==> src/rtl/mem_access_unit.sv <==
// rtl/mem_access_unit.sv - MEM-stage bus access controller: request/ack data bus, load alignment, stall and error flags
module mem_access_unit #(
  parameter int unsigned TIMEOUT_CYCLES = 255
) (
  input  logic        CLOCK,
  input  logic        RESET,
  input  logic [31:0] MemWriteData_IN,
  input  logic [5:0]  MemControl_IN,
  input  logic        MemRead_IN,
  input  logic        MemWrite_IN,
  input  logic [31:0] ALUResult_IN,
  input  logic [4:0]  WriteRegister_IN,
  input  logic        WriteEnable_IN,
  output logic        BUS_REQ,
  output logic        BUS_WE,
  output logic [31:0] BUS_ADDR,
  output logic [3:0]  BUS_BE,
  output logic [31:0] BUS_WDATA,
  input  logic [31:0] BUS_RDATA,
  input  logic        BUS_ACK,
  output logic        MEM_STALL,
  output logic        MEM_ERROR,
  output logic [31:0] MemReadData_OUT,
  output logic [31:0] ALUResult_OUT,
  output logic [4:0]  WriteRegister_OUT,
  output logic        WriteEnable_OUT
);

  localparam logic [5:0] OP_LB  = 6'h20;
  localparam logic [5:0] OP_LH  = 6'h21;
  localparam logic [5:0] OP_LW  = 6'h23;
  localparam logic [5:0] OP_LBU = 6'h24;
  localparam logic [5:0] OP_LHU = 6'h25;
  localparam logic [5:0] OP_SB  = 6'h28;
  localparam logic [5:0] OP_SH  = 6'h29;
  localparam logic [5:0] OP_SW  = 6'h2B;

  localparam logic [7:0] TIMEOUT_LIMIT = TIMEOUT_CYCLES[7:0];

  typedef enum logic [1:0] {IDLE, BUSY, DONE} memStateT;

  memStateT    state, stateNext;
  logic [7:0]  timeoutCnt, cntNext, cntInc;
  logic        abortFlag, abortNext;
  logic [5:0]  accType;
  logic [1:0]  addrLow;
  logic        capture, ackTake;

  logic        isLoadOp, isStoreOp, sizeByte, sizeHalf, sizeWord;
  logic        access, bad;
  logic [3:0]  beNext;
  logic [31:0] wdataNext;
  logic [7:0]  laneByte;
  logic [15:0] laneHalf;
  logic [31:0] loadResult;

  assign ALUResult_OUT     = ALUResult_IN;
  assign WriteRegister_OUT = WriteRegister_IN;
  assign WriteEnable_OUT   = WriteEnable_IN & ~MEM_ERROR;
  assign cntInc            = timeoutCnt + 8'd1;

  // Decode the incoming EXE/MEM access: legality, byte enables and lane-replicated store data.
  always_comb begin
    isLoadOp  = 1'b0;
    isStoreOp = 1'b0;
    sizeByte  = 1'b0;
    sizeHalf  = 1'b0;
    sizeWord  = 1'b0;
    case (MemControl_IN)
      OP_LB, OP_LBU: begin isLoadOp  = 1'b1; sizeByte = 1'b1; end
      OP_LH, OP_LHU: begin isLoadOp  = 1'b1; sizeHalf = 1'b1; end
      OP_LW:         begin isLoadOp  = 1'b1; sizeWord = 1'b1; end
      OP_SB:         begin isStoreOp = 1'b1; sizeByte = 1'b1; end
      OP_SH:         begin isStoreOp = 1'b1; sizeHalf = 1'b1; end
      OP_SW:         begin isStoreOp = 1'b1; sizeWord = 1'b1; end
      default:       ;
    endcase

    access = MemRead_IN | MemWrite_IN;
    bad    = (MemRead_IN & MemWrite_IN)
           | (MemRead_IN & ~isLoadOp)
           | (MemWrite_IN & ~isStoreOp)
           | (sizeHalf & ALUResult_IN[0])
           | (sizeWord & (|ALUResult_IN[1:0]));

    beNext    = 4'b1111;
    wdataNext = MemWriteData_IN;
    if (sizeByte) begin
      beNext    = 4'b0001 << ALUResult_IN[1:0];
      wdataNext = {4{MemWriteData_IN[7:0]}};
    end else if (sizeHalf) begin
      beNext    = ALUResult_IN[1] ? 4'b1100 : 4'b0011;
      wdataNext = {2{MemWriteData_IN[15:0]}};
    end
  end

  // Lane select uses the captured address so the result tracks the access in flight.
  always_comb begin
    laneByte   = BUS_RDATA[{addrLow, 3'b000} +: 8];
    laneHalf   = addrLow[1] ? BUS_RDATA[31:16] : BUS_RDATA[15:0];
    loadResult = BUS_RDATA;
    case (accType)
      OP_LB:   loadResult = {{24{laneByte[7]}}, laneByte};
      OP_LBU:  loadResult = {24'd0, laneByte};
      OP_LH:   loadResult = {{16{laneHalf[15]}}, laneHalf};
      OP_LHU:  loadResult = {16'd0, laneHalf};
      default: loadResult = BUS_RDATA;
    endcase
  end

  always_comb begin
    stateNext = state;
    cntNext   = timeoutCnt;
    abortNext = abortFlag;
    capture   = 1'b0;
    ackTake   = 1'b0;
    BUS_REQ   = 1'b0;
    MEM_STALL = 1'b0;
    MEM_ERROR = 1'b0;
    case (state)
      IDLE: begin
        if (access) begin
          if (bad) begin
            MEM_ERROR = 1'b1;
          end else begin
            MEM_STALL = 1'b1;
            capture   = 1'b1;
            cntNext   = 8'd0;
            stateNext = BUSY;
          end
        end
      end
      BUSY: begin
        BUS_REQ   = 1'b1;
        MEM_STALL = 1'b1;
        if (BUS_ACK) begin
          ackTake   = 1'b1;
          stateNext = DONE;
        end else begin
          cntNext = cntInc;
          if (TIMEOUT_LIMIT != 8'd0 && cntInc == TIMEOUT_LIMIT) begin
            abortNext = 1'b1;
            stateNext = DONE;
          end
        end
      end
      DONE: begin
        MEM_ERROR = abortFlag;
        abortNext = 1'b0;
        stateNext = IDLE;
      end
      default: stateNext = IDLE;
    endcase
  end

  always_ff @(posedge CLOCK) begin
    if (RESET) begin
      state           <= IDLE;
      timeoutCnt      <= 8'd0;
      abortFlag       <= 1'b0;
      accType         <= 6'd0;
      addrLow         <= 2'd0;
      BUS_WE          <= 1'b0;
      BUS_ADDR        <= 32'd0;
      BUS_BE          <= 4'd0;
      BUS_WDATA       <= 32'd0;
      MemReadData_OUT <= 32'd0;
    end else begin
      state      <= stateNext;
      timeoutCnt <= cntNext;
      abortFlag  <= abortNext;
      if (capture) begin
        accType   <= MemControl_IN;
        addrLow   <= ALUResult_IN[1:0];
        BUS_WE    <= MemWrite_IN;
        BUS_ADDR  <= {ALUResult_IN[31:2], 2'b00};
        BUS_BE    <= beNext;
        BUS_WDATA <= wdataNext;
      end
      if (ackTake && !BUS_WE) begin
        MemReadData_OUT <= loadResult;
      end
    end
  end

endmodule

==> config.mk <==
export PLATFORM = sky130hd
export DESIGN_NAME = mem_access_unit
export DESIGN_NICKNAME = d
export VERILOG_FILES = /design/src/rtl/mem_access_unit.sv
export SDC_FILE = /design/constraint.sdc
export NUM_CORES = 1
export LEC_CHECK = 0
export CAP_MARGIN = 10
export CORE_ASPECT_RATIO = 1.5
export CORE_MARGIN = 5
export CORE_UTILIZATION = 52
export DETAILED_ROUTE_END_ITERATION = 16
export DONT_BUFFER_PORTS = 1
export PLACE_DENSITY = 0.67
export RECOVER_POWER = 100
export SETUP_SLACK_MARGIN = 0.05
export SYNTH_ARGS = -nofsm -noshare
export SYNTH_HDL_FRONTEND = slang
export SYNTH_SLANG_ARGS = --single-unit
==> constraint.sdc <==
create_clock -name CLOCK -period 1.95 [get_ports CLOCK]
set_input_delay 0.195 -clock CLOCK [delete_from_list [all_inputs] [get_ports CLOCK]]
set_output_delay 0.195 -clock CLOCK [all_outputs]
set_load 0.02 [all_outputs]
==> results, run 1 <==
- The clock network burns 45.1% of the power.
- For the worst setup path, the data arrival time is 2.14 ns.
- The leftover overflow at the end of global routing is 0.
- For this design the ratio of total power to cell area is 897 nW/um2.
- The floorplan has 49 rows.
- The total power draw is 6530 uW.
- In this run switching power makes up 27.9% of total power.
- The horizontal extent of the die is 99.4 um.
- The cell area after placement is 6110 um2.
- The class of the most critical setup path is reg2reg.
- The minimum hold slack is 0.0227 ns.
- Global routing consumed, on the met3 layer, 9.75% of the routing resources.
- The maximum resistive drop on vdd is 0.000691 V.
- The switching power of the nets is 1820 uW.
- After synthesis, the largest family of logic cells by area is simple AND/OR/NAND/NOR gates.
- Once the floorplan was initialized, standard cells occupied 52.4% of the core.
- In the routed design, unresolved DRC markers number 0.
- Summing over every cut layer, the via total after detailed routing is 5374.
- Across the run, the number of max-cap violations was 0.
- The clock net sink count is 118.
- The number of flops mapped to enable cells by yosys is 0.
- Fill cells in the final layout number 1026.
- Setup violations remaining at the end of the flow were counted as 0.
- The mux contribution to synthesized area is 16.4%.
- The maximum clock insertion buffer count is 2.
- The initial antenna violation count was 0.
- The internal power consumption is 4710 uW.
- The synthesized netlist devotes 17.1% of its cell area to compound gates.
- Along the worst path, the maximum fanout reaches 16.
- The number of global-route vias before repair was 5464.
- STA classifies the critical path startpoint as a flip-flop.
- The most common cell after layout, fill and taps aside is sky130_fd_sc_hd__nand2_1.
- The adder-cell share of the synthesized area is 0.401%.
- In the final layout, the share of cells above drive strength 1 is 10.4%.
- Once layout is done, the placed cells without fillers occupy 7280 um2.
- Relative to the synthesized area, the layout overhead comes to 16.8%.
- After layout, the minimum clock period comes to 1.81 ns.
- The final hold violation count is 0.
- Summed over all nets, the half-perimeter wirelength after detailed placement is 12600 um.
- For this run, asynchronously set or reset flops after synthesis account for 0%.
- The met1 usage is 27.1%.
- The CTS tree is yes.
- The die extent in y is 144 um.
- After floorplanning, the core was sized to cover 11900 um2.
- Synthesis inferred 118 register bits.
- Combinational logic burns 12.0% of the power.
- The number of top-level pins is 255.
- The most used flip-flop cell after synthesis is sky130_fd_sc_hd__dfxtp_1.
- The part of the power in registers is 42.8%.
- The Yosys step of the flow raised 0 warnings.
- The number of buffers created by CTS is 17.
- The post-detailed-route via-to-cell ratio is 5.84.
- The worst setup path is captured at a flip-flop.
- The master cell of the clock root buffer is sky130_fd_sc_hd__clkbuf_16.
- The number of different library cells used by synthesis comes to 52.
- The pre-antenna-repair detailed-routing pass consisted of 5 iterations.
- The average footprint of a synthesized cell is 8.46 um2.
- The simple-gate share of the synthesized area is 17.5%.
- Setup repair after global routing could not meet its margin everywhere.
- The xor and xnor area share after synthesis is 0.141%.
- The maximum level of the CTS H-tree is 4.
- Adding up every negative setup slack in the final design gives 0 ns.
- The clock reaches the later pin of the worst-skew pair after 0.41 ns.
- After clock tree synthesis, the clock-pin slew on the worst setup and hold paths is 0.05 ns.
- In the global route stage, met2 resource usage came out at 42.5%.
- The global routing stage identified its most utilized layer as met2.
- The count of nets left with antenna violations once routing finished came out at 0.
- For the worst setup path, the data required time is 2.28 ns.
- The number of DRC markers in iteration 0 is 261.
- The area of the mapped netlist is 6230 um2.
- The gate count of the mapped netlist is 737.
- The final clock period utilization by the worst path is 92.9%.
- The highest achievable clock rate is 0.552 GHz.
- The largest net degree at the start of global routing is 60.
- The wire length of the first global-routing pass is 28200 um.
- The total count of max-transition violations in the final report is 0.
- The min-delay analysis places its worst path in the category in2reg.
- The flow ran to the end, and the final reports show no timing, DRC or antenna violations.
- The leakage power is 0.00296 uW.
- The total routed wirelength is 18000 um.
- For this run, the register share of the synthesized area comes to 37.9%.
- On the final layout, the worst clock skew is 0.00868 ns.
- The number of antenna repair diodes is 0.
- The floorplan step defined a die boundary enclosing 14300 um2.
- In the layout the commonest cells are 153 x sky130_fd_sc_hd__nand2_1, 118 x sky130_fd_sc_hd__dfxtp_1, 77 x sky130_fd_sc_hd__mux2i_1.
- At the end of routability-driven placement, the weighted congestion stood at 0.987.
- The routed wirelength normalized by instance count is 19.5 um.
- Global routing used 24.7% of the available tracks across all layers.
- The number of nets in the layout is 869.
- Buffers placed on the I/O ports in this run total 0.
[sequential cells by signal, indices dropped and copies added, names as in the netlist]
| register | count |
|---|---|
| BUS_WE | 1 |
| addrLow | 2 |
| abortFlag | 1 |
| BUS_WDATA | 32 |
| BUS_ADDR | 30 |
| BUS_BE | 4 |
| state | 2 |
| accType | 6 |
| timeoutCnt | 8 |
| MemReadData_OUT | 32 |
[synthesized netlist by cell type (5+ instances only)]
cell type | instances | area [um2]
sky130_fd_sc_hd__a22oi_1 | 8 | 60.1
sky130_fd_sc_hd__nor2b_1 | 16 | 100
sky130_fd_sc_hd__mux2_4 | 10 | 150
sky130_fd_sc_hd__dfxtp_1 | 118 | 2360
sky130_fd_sc_hd__clkbuf_1 | 42 | 158
sky130_fd_sc_hd__nand2b_1 | 5 | 31.3
sky130_fd_sc_hd__nor3_1 | 5 | 25.0
sky130_fd_sc_hd__and3_1 | 10 | 62.6
sky130_fd_sc_hd__mux2i_1 | 77 | 771
sky130_fd_sc_hd__o221a_2 | 5 | 56.3
sky130_fd_sc_hd__buf_2 | 7 | 35.0
sky130_fd_sc_hd__a21oi_1 | 47 | 235
sky130_fd_sc_hd__buf_4 | 41 | 308
sky130_fd_sc_hd__o211ai_1 | 14 | 105
sky130_fd_sc_hd__o22ai_1 | 13 | 81.3
sky130_fd_sc_hd__nor2_1 | 7 | 26.3
sky130_fd_sc_hd__o21ai_0 | 47 | 235
sky130_fd_sc_hd__inv_1 | 17 | 63.8
sky130_fd_sc_hd__a21boi_0 | 8 | 60.1
sky130_fd_sc_hd__nand3_1 | 30 | 150
sky130_fd_sc_hd__nand2_1 | 153 | 574
[power groups by stage]
stage / Sequential (uW) / Combinational [uW] / Clock (uW)
after floorplan: 2810 / 694 / 0
final: 2800 / 787 / 2950
after detailed placement: 2850 / 699 / 0
after global routing: 2810 / 861 / 3140
after CTS: 2800 / 814 / 3020
after global placement: 2850 / 674 / 0
[worst paths after layout]
check / from / end / slack (ns) / cells past startpoint
hold reg to reg: accType[1] / accType[1] / 0.49 / 2
setup reg to reg: accType[4] / MemReadData_OUT[25] / 0.14 / 4
setup / recovery: accType[4] / MemReadData_OUT[25] / 0.14 / 4
hold / removal: BUS_RDATA[14] / MemReadData_OUT[14] / 0.02 / 2
[area by class of cell]
type	instances	area [um2]	share of cell area, %
Clock inverter	14	129	1.77
Tap cell	153	191	2.63
Timing Repair Buffer	95	885	12.2
Inverter	17	66.3	0.911
Clock buffer	18	439	6.03
Multi-Input combinational cell	505	3210	44.1
Sequential cell	118	2360	32.5
[kinds of logic after synthesis]
family,after synthesis
xor gates and xnor gates,1
other,1
AOI/OAI and AO/OA,166
and+or+nand+nor,241
buffers and inverters,115
adders and majority gates,2
muxes,93
DFF,118
[layer usage]
| layer | wire [um] | part of all wire, % |
|---|---|---|
| met1 | 6630 | 37 |
| met2 | 8950 | 50 |
| met3 | 1860 | 10 |
| met4 | 518 | 2.9 |
| met5 | 0 | 0 |
[critical path: stages, from the launching register on]
cell	delay (ns)
sky130_fd_sc_hd__dfxtp_1	0.33
sky130_fd_sc_hd__or4b_1	0.63
sky130_fd_sc_hd__o31a_1	0.31
sky130_fd_sc_hd__clkbuf_2	0.25
sky130_fd_sc_hd__a21oi_1	0.21
[metrics by stage]
| step | cells | setup WS (ns) | util [%] |
|---|---|---|---|
| 2_1_floorplan | 738 | 0.130 | - |
| 3_3_place_gp | 820 | 0.139 | 51.4 |
| 3_5_place_dp | 820 | 0.0649 | 51.4 |
| 4_1_cts | 919 | 0.0589 | 61.8 |
| 5_1_grt | 920 | 0.0434 | 61.2 |
| 6_report | 920 | 0.139 | 61.2 |
[repair_timing]
action,CTS,global route
hold buffers,66,0
gates cloned,0,0
setup endpoints to repair,1,9
buffers inserted,1,1
pin swaps,1,1
gates resized for setup,0,1
endpoints found under the hold margin,70,0
Power figures use the tool's default switching activity.
==> run 2, diff against run 1 <==
--- a/config.mk
+++ b/config.mk
@@ -14,6 +14,7 @@
 export PLACE_DENSITY = 0.67
 export RECOVER_POWER = 100
 export SETUP_SLACK_MARGIN = 0.05
+export SKIP_LAST_GASP = 1
 export SYNTH_ARGS = -nofsm -noshare
 export SYNTH_HDL_FRONTEND = slang
 export SYNTH_SLANG_ARGS = --single-unit
==> results of run 2 <==
Final layout, timing and power as in run 1 (identical DEF).
==> run 3, diff against run 2 <==
--- a/config.mk
+++ b/config.mk
@@ -7,8 +7,9 @@
 export LEC_CHECK = 0
 export CAP_MARGIN = 10
 export CORE_ASPECT_RATIO = 1.5
-export CORE_MARGIN = 5
+export CORE_MARGIN = 2
 export CORE_UTILIZATION = 52
+export CTS_CLUSTER_SIZE = 30
 export DETAILED_ROUTE_END_ITERATION = 16
 export DONT_BUFFER_PORTS = 1
 export PLACE_DENSITY = 0.67
==> results, run 3 (synthesized netlist as in run 1, its figures left out) <==
- In this run the critical register-to-register path is captured at BUS_WDATA[13].
- The leftover overflow at the end of global routing is 0.
- The final clock period utilization by the worst path is 91.0%.
- The number of optimization iterations in the first detailed-route pass is 7.
- The final clock skew is 0.00808 ns.
- Derived from the worst setup path, the maximum achievable clock frequency is 0.563 GHz.
- The count of cells along the worst hold path is 2.
- Across all layers, the routed design uses 5444 vias.
- The number of DRC markers in iteration 0 is 279.
- The final cell utilization of the core is 62.5%.
- The worst hold path terminates at state[1].
- The path class of the lowest-slack min-delay path is in2reg.
- During I/O placement, the number of pins put on the boundary was 255.
- The worst endpoint data arrival time is 2.06 ns.
- The startpoint identified for the worst hold timing path is BUS_ACK.
- The met3 routed wirelength is 1670 um.
- The number of global-route vias before repair is 5545.
- The maximum level of the CTS H-tree is 4.
- The count of placed standard cells including taps is 820.
- The later pin in the worst-skew pair is clocked with a latency of 0.41 ns.
- The flow ran to the end, and the final reports show no timing, DRC or antenna violations.
- The leakage power is 0.00300 uW.
- The total negative slack is 0 ns.
- The filler cell count is 989.
- The longest clock path from root to sink contains 2 buffers.
- The total buffers and inverters traversed by the critical path is 2.
- The first global-routing pass estimated 27500 um of wire.
- The met1 wire length is 6410 um.
- For this run, the post-layout net count is 866.
- The slowest stage of the critical path is the sky130_fd_sc_hd__a2111oi_4 cell.
- The initial utilization of the core area, before any placement, comes to 52.7%.
- The maximum resistive drop on vdd is 0.000538 V.
- The worst endpoint required time is 2.23 ns.
- After layout, the minimum clock period comes to 1.78 ns.
- The largest registers in the layout are BUS_WDATA (32), MemReadData_OUT (32), BUS_ADDR (30).
- The final hold violation count was 0.
- The cell count of the worst reg-to-reg path is 5.
- Detailed placement ended at an HPWL of 11900 um.
- The count of input and output buffers is 0.
- The nature of the critical path startpoint is a flip-flop.
- The family with the most delay on the worst path is compound AO/OA/AOI/OAI gates.
- The CTS tree is yes.
- The remaining number of nets flagged by the antenna check after routing is 0.
- The delay of the slowest cell on the worst path is 0.44 ns.
- The total power draw is 7080 uW.
- The number of buffers created by CTS is 17.
- The number of max-cap violations is 0.
- From bottom edge to top edge, the die measures 138 um.
- The highest routed metal layer is met4.
- For the pin with the worst max-slew slack, the measured transition is 0.485 ns.
- The library cells used most frequently in the layout, excluding fill and tap cells, are 153 x sky130_fd_sc_hd__nand2_1, 118 x sky130_fd_sc_hd__dfxtp_1, 77 x sky130_fd_sc_hd__mux2i_1.
- At the end of routability-driven placement, the weighted congestion stood at 0.885.
- Setup repair after global routing left no endpoint under its margin.
- The total count of max-transition violations in the final report is 0.
- The source of the worst register-to-register timing path is state[0].
- The final cell count without fillers is 918.
- The post-cts repair resize count is 0.
- Entering global routing, the biggest net connects 49 pins.
- The total routed wirelength is 17500 um.
- The most common cell after layout, fill and taps aside is sky130_fd_sc_hd__nand2_1.
- The peak fanout along the critical path is 16.
- Measured against its own limit, the worst slew margin works out to 67.3%.
- After detailed routing, the number of vias per cell comes to 5.93.
- Global routing used 26.5% of the available tracks across all layers.
- Clock-pin slew was measured on the worst setup and hold paths at 0.05 ns.
- The clock net sink count is 118.
- The critical path capture point type is a flip-flop.
- The minimum hold slack is 0.0204 ns.
- The area of the core is 11800 um2.
- In this run the horizontal extent of the chip is 93.4 um.
- The area growth from synthesis to layout is 18.6%.
- The row count is 49.
- In the final layout, the share of cells above drive strength 1 is 10.1%.
- The signal on the critical path passes through a2111oi_4 > o211ai_4 > buf_4 > clkbuf_4 > mux2i_1.
- The floorplan step defined a die boundary enclosing 12900 um2.
- The initial antenna violation count came to 1.
- The worst setup path is of the reg2reg kind.
- The internal reg-to-reg setup slack is 0.17 ns.
- In the routed design, unresolved DRC markers number 0.
- After detailed routing, the average wire length per cell comes to 19.1 um.
- In the detailed route, the total length drawn on met2 is 8790 um.
- The number of setup violations in the final report is 0.
- The master cell of the clock root buffer is sky130_fd_sc_hd__clkbuf_16.
- The areal power density over the cells is 957 nW/um2.
run 3: what timing repair did:
action                                 CTS  global route
setup endpoints to repair                1             0
setup buffers                            1             0
hold buffers                            64             0
endpoints found under the hold margin   68             0
run 3: layer usage:
layer / GRT usage [%] / up-vias
met5: 0 / -
met4: 13.7 / 0
met3: 9.92 / 43
met2: 45.6 / 271
met1: 27.6 / 2572
li1: - / 2558
run 3: how the worst max path moves through the flow:
stage | end | slack, ns | startpoint | depth (start not counted)
after floorplan | WriteEnable_OUT | 0.13 | MemControl_IN[0] | 5
after global placement | BUS_WDATA[18] | 0.23 | MemControl_IN[0] | 4
after detailed placement | BUS_WDATA[6] | 0.14 | MemControl_IN[4] | 5
after CTS | MEM_STALL | 0.19 | state[0] | 3
after global routing | BUS_WDATA[30] | 0.1 | state[0] | 5
final | BUS_WDATA[13] | 0.17 | state[0] | 5
run 3: final cells by class:
class                   count  area [um2]  area share [%]
well taps                 153         191            2.59
inverters                  17        66.3           0.897
repair buffers             92         903            12.2
multi-input cells         505        3210            43.4
clock buffers              18         439            5.94
diodes                      1        2.50          0.0338
flip-flops and latches    118        2360            31.9
clock inverters            14         221            2.99
run 3: power breakdown:
group          total, uW  switching (uW)  internal, uW
logic                801             420           381
clock network       3480            1170          2310
registers           2790             249          2550
total               7080            1830          5240
run 3: through the flow:
step	setup WS (ns)	instance area (um2)
floorplan	0.130	6240
global placement	0.226	6140
detailed placement	0.137	6140
CTS	0.189	7450
global route	0.0979	7390
finish	0.175	7390
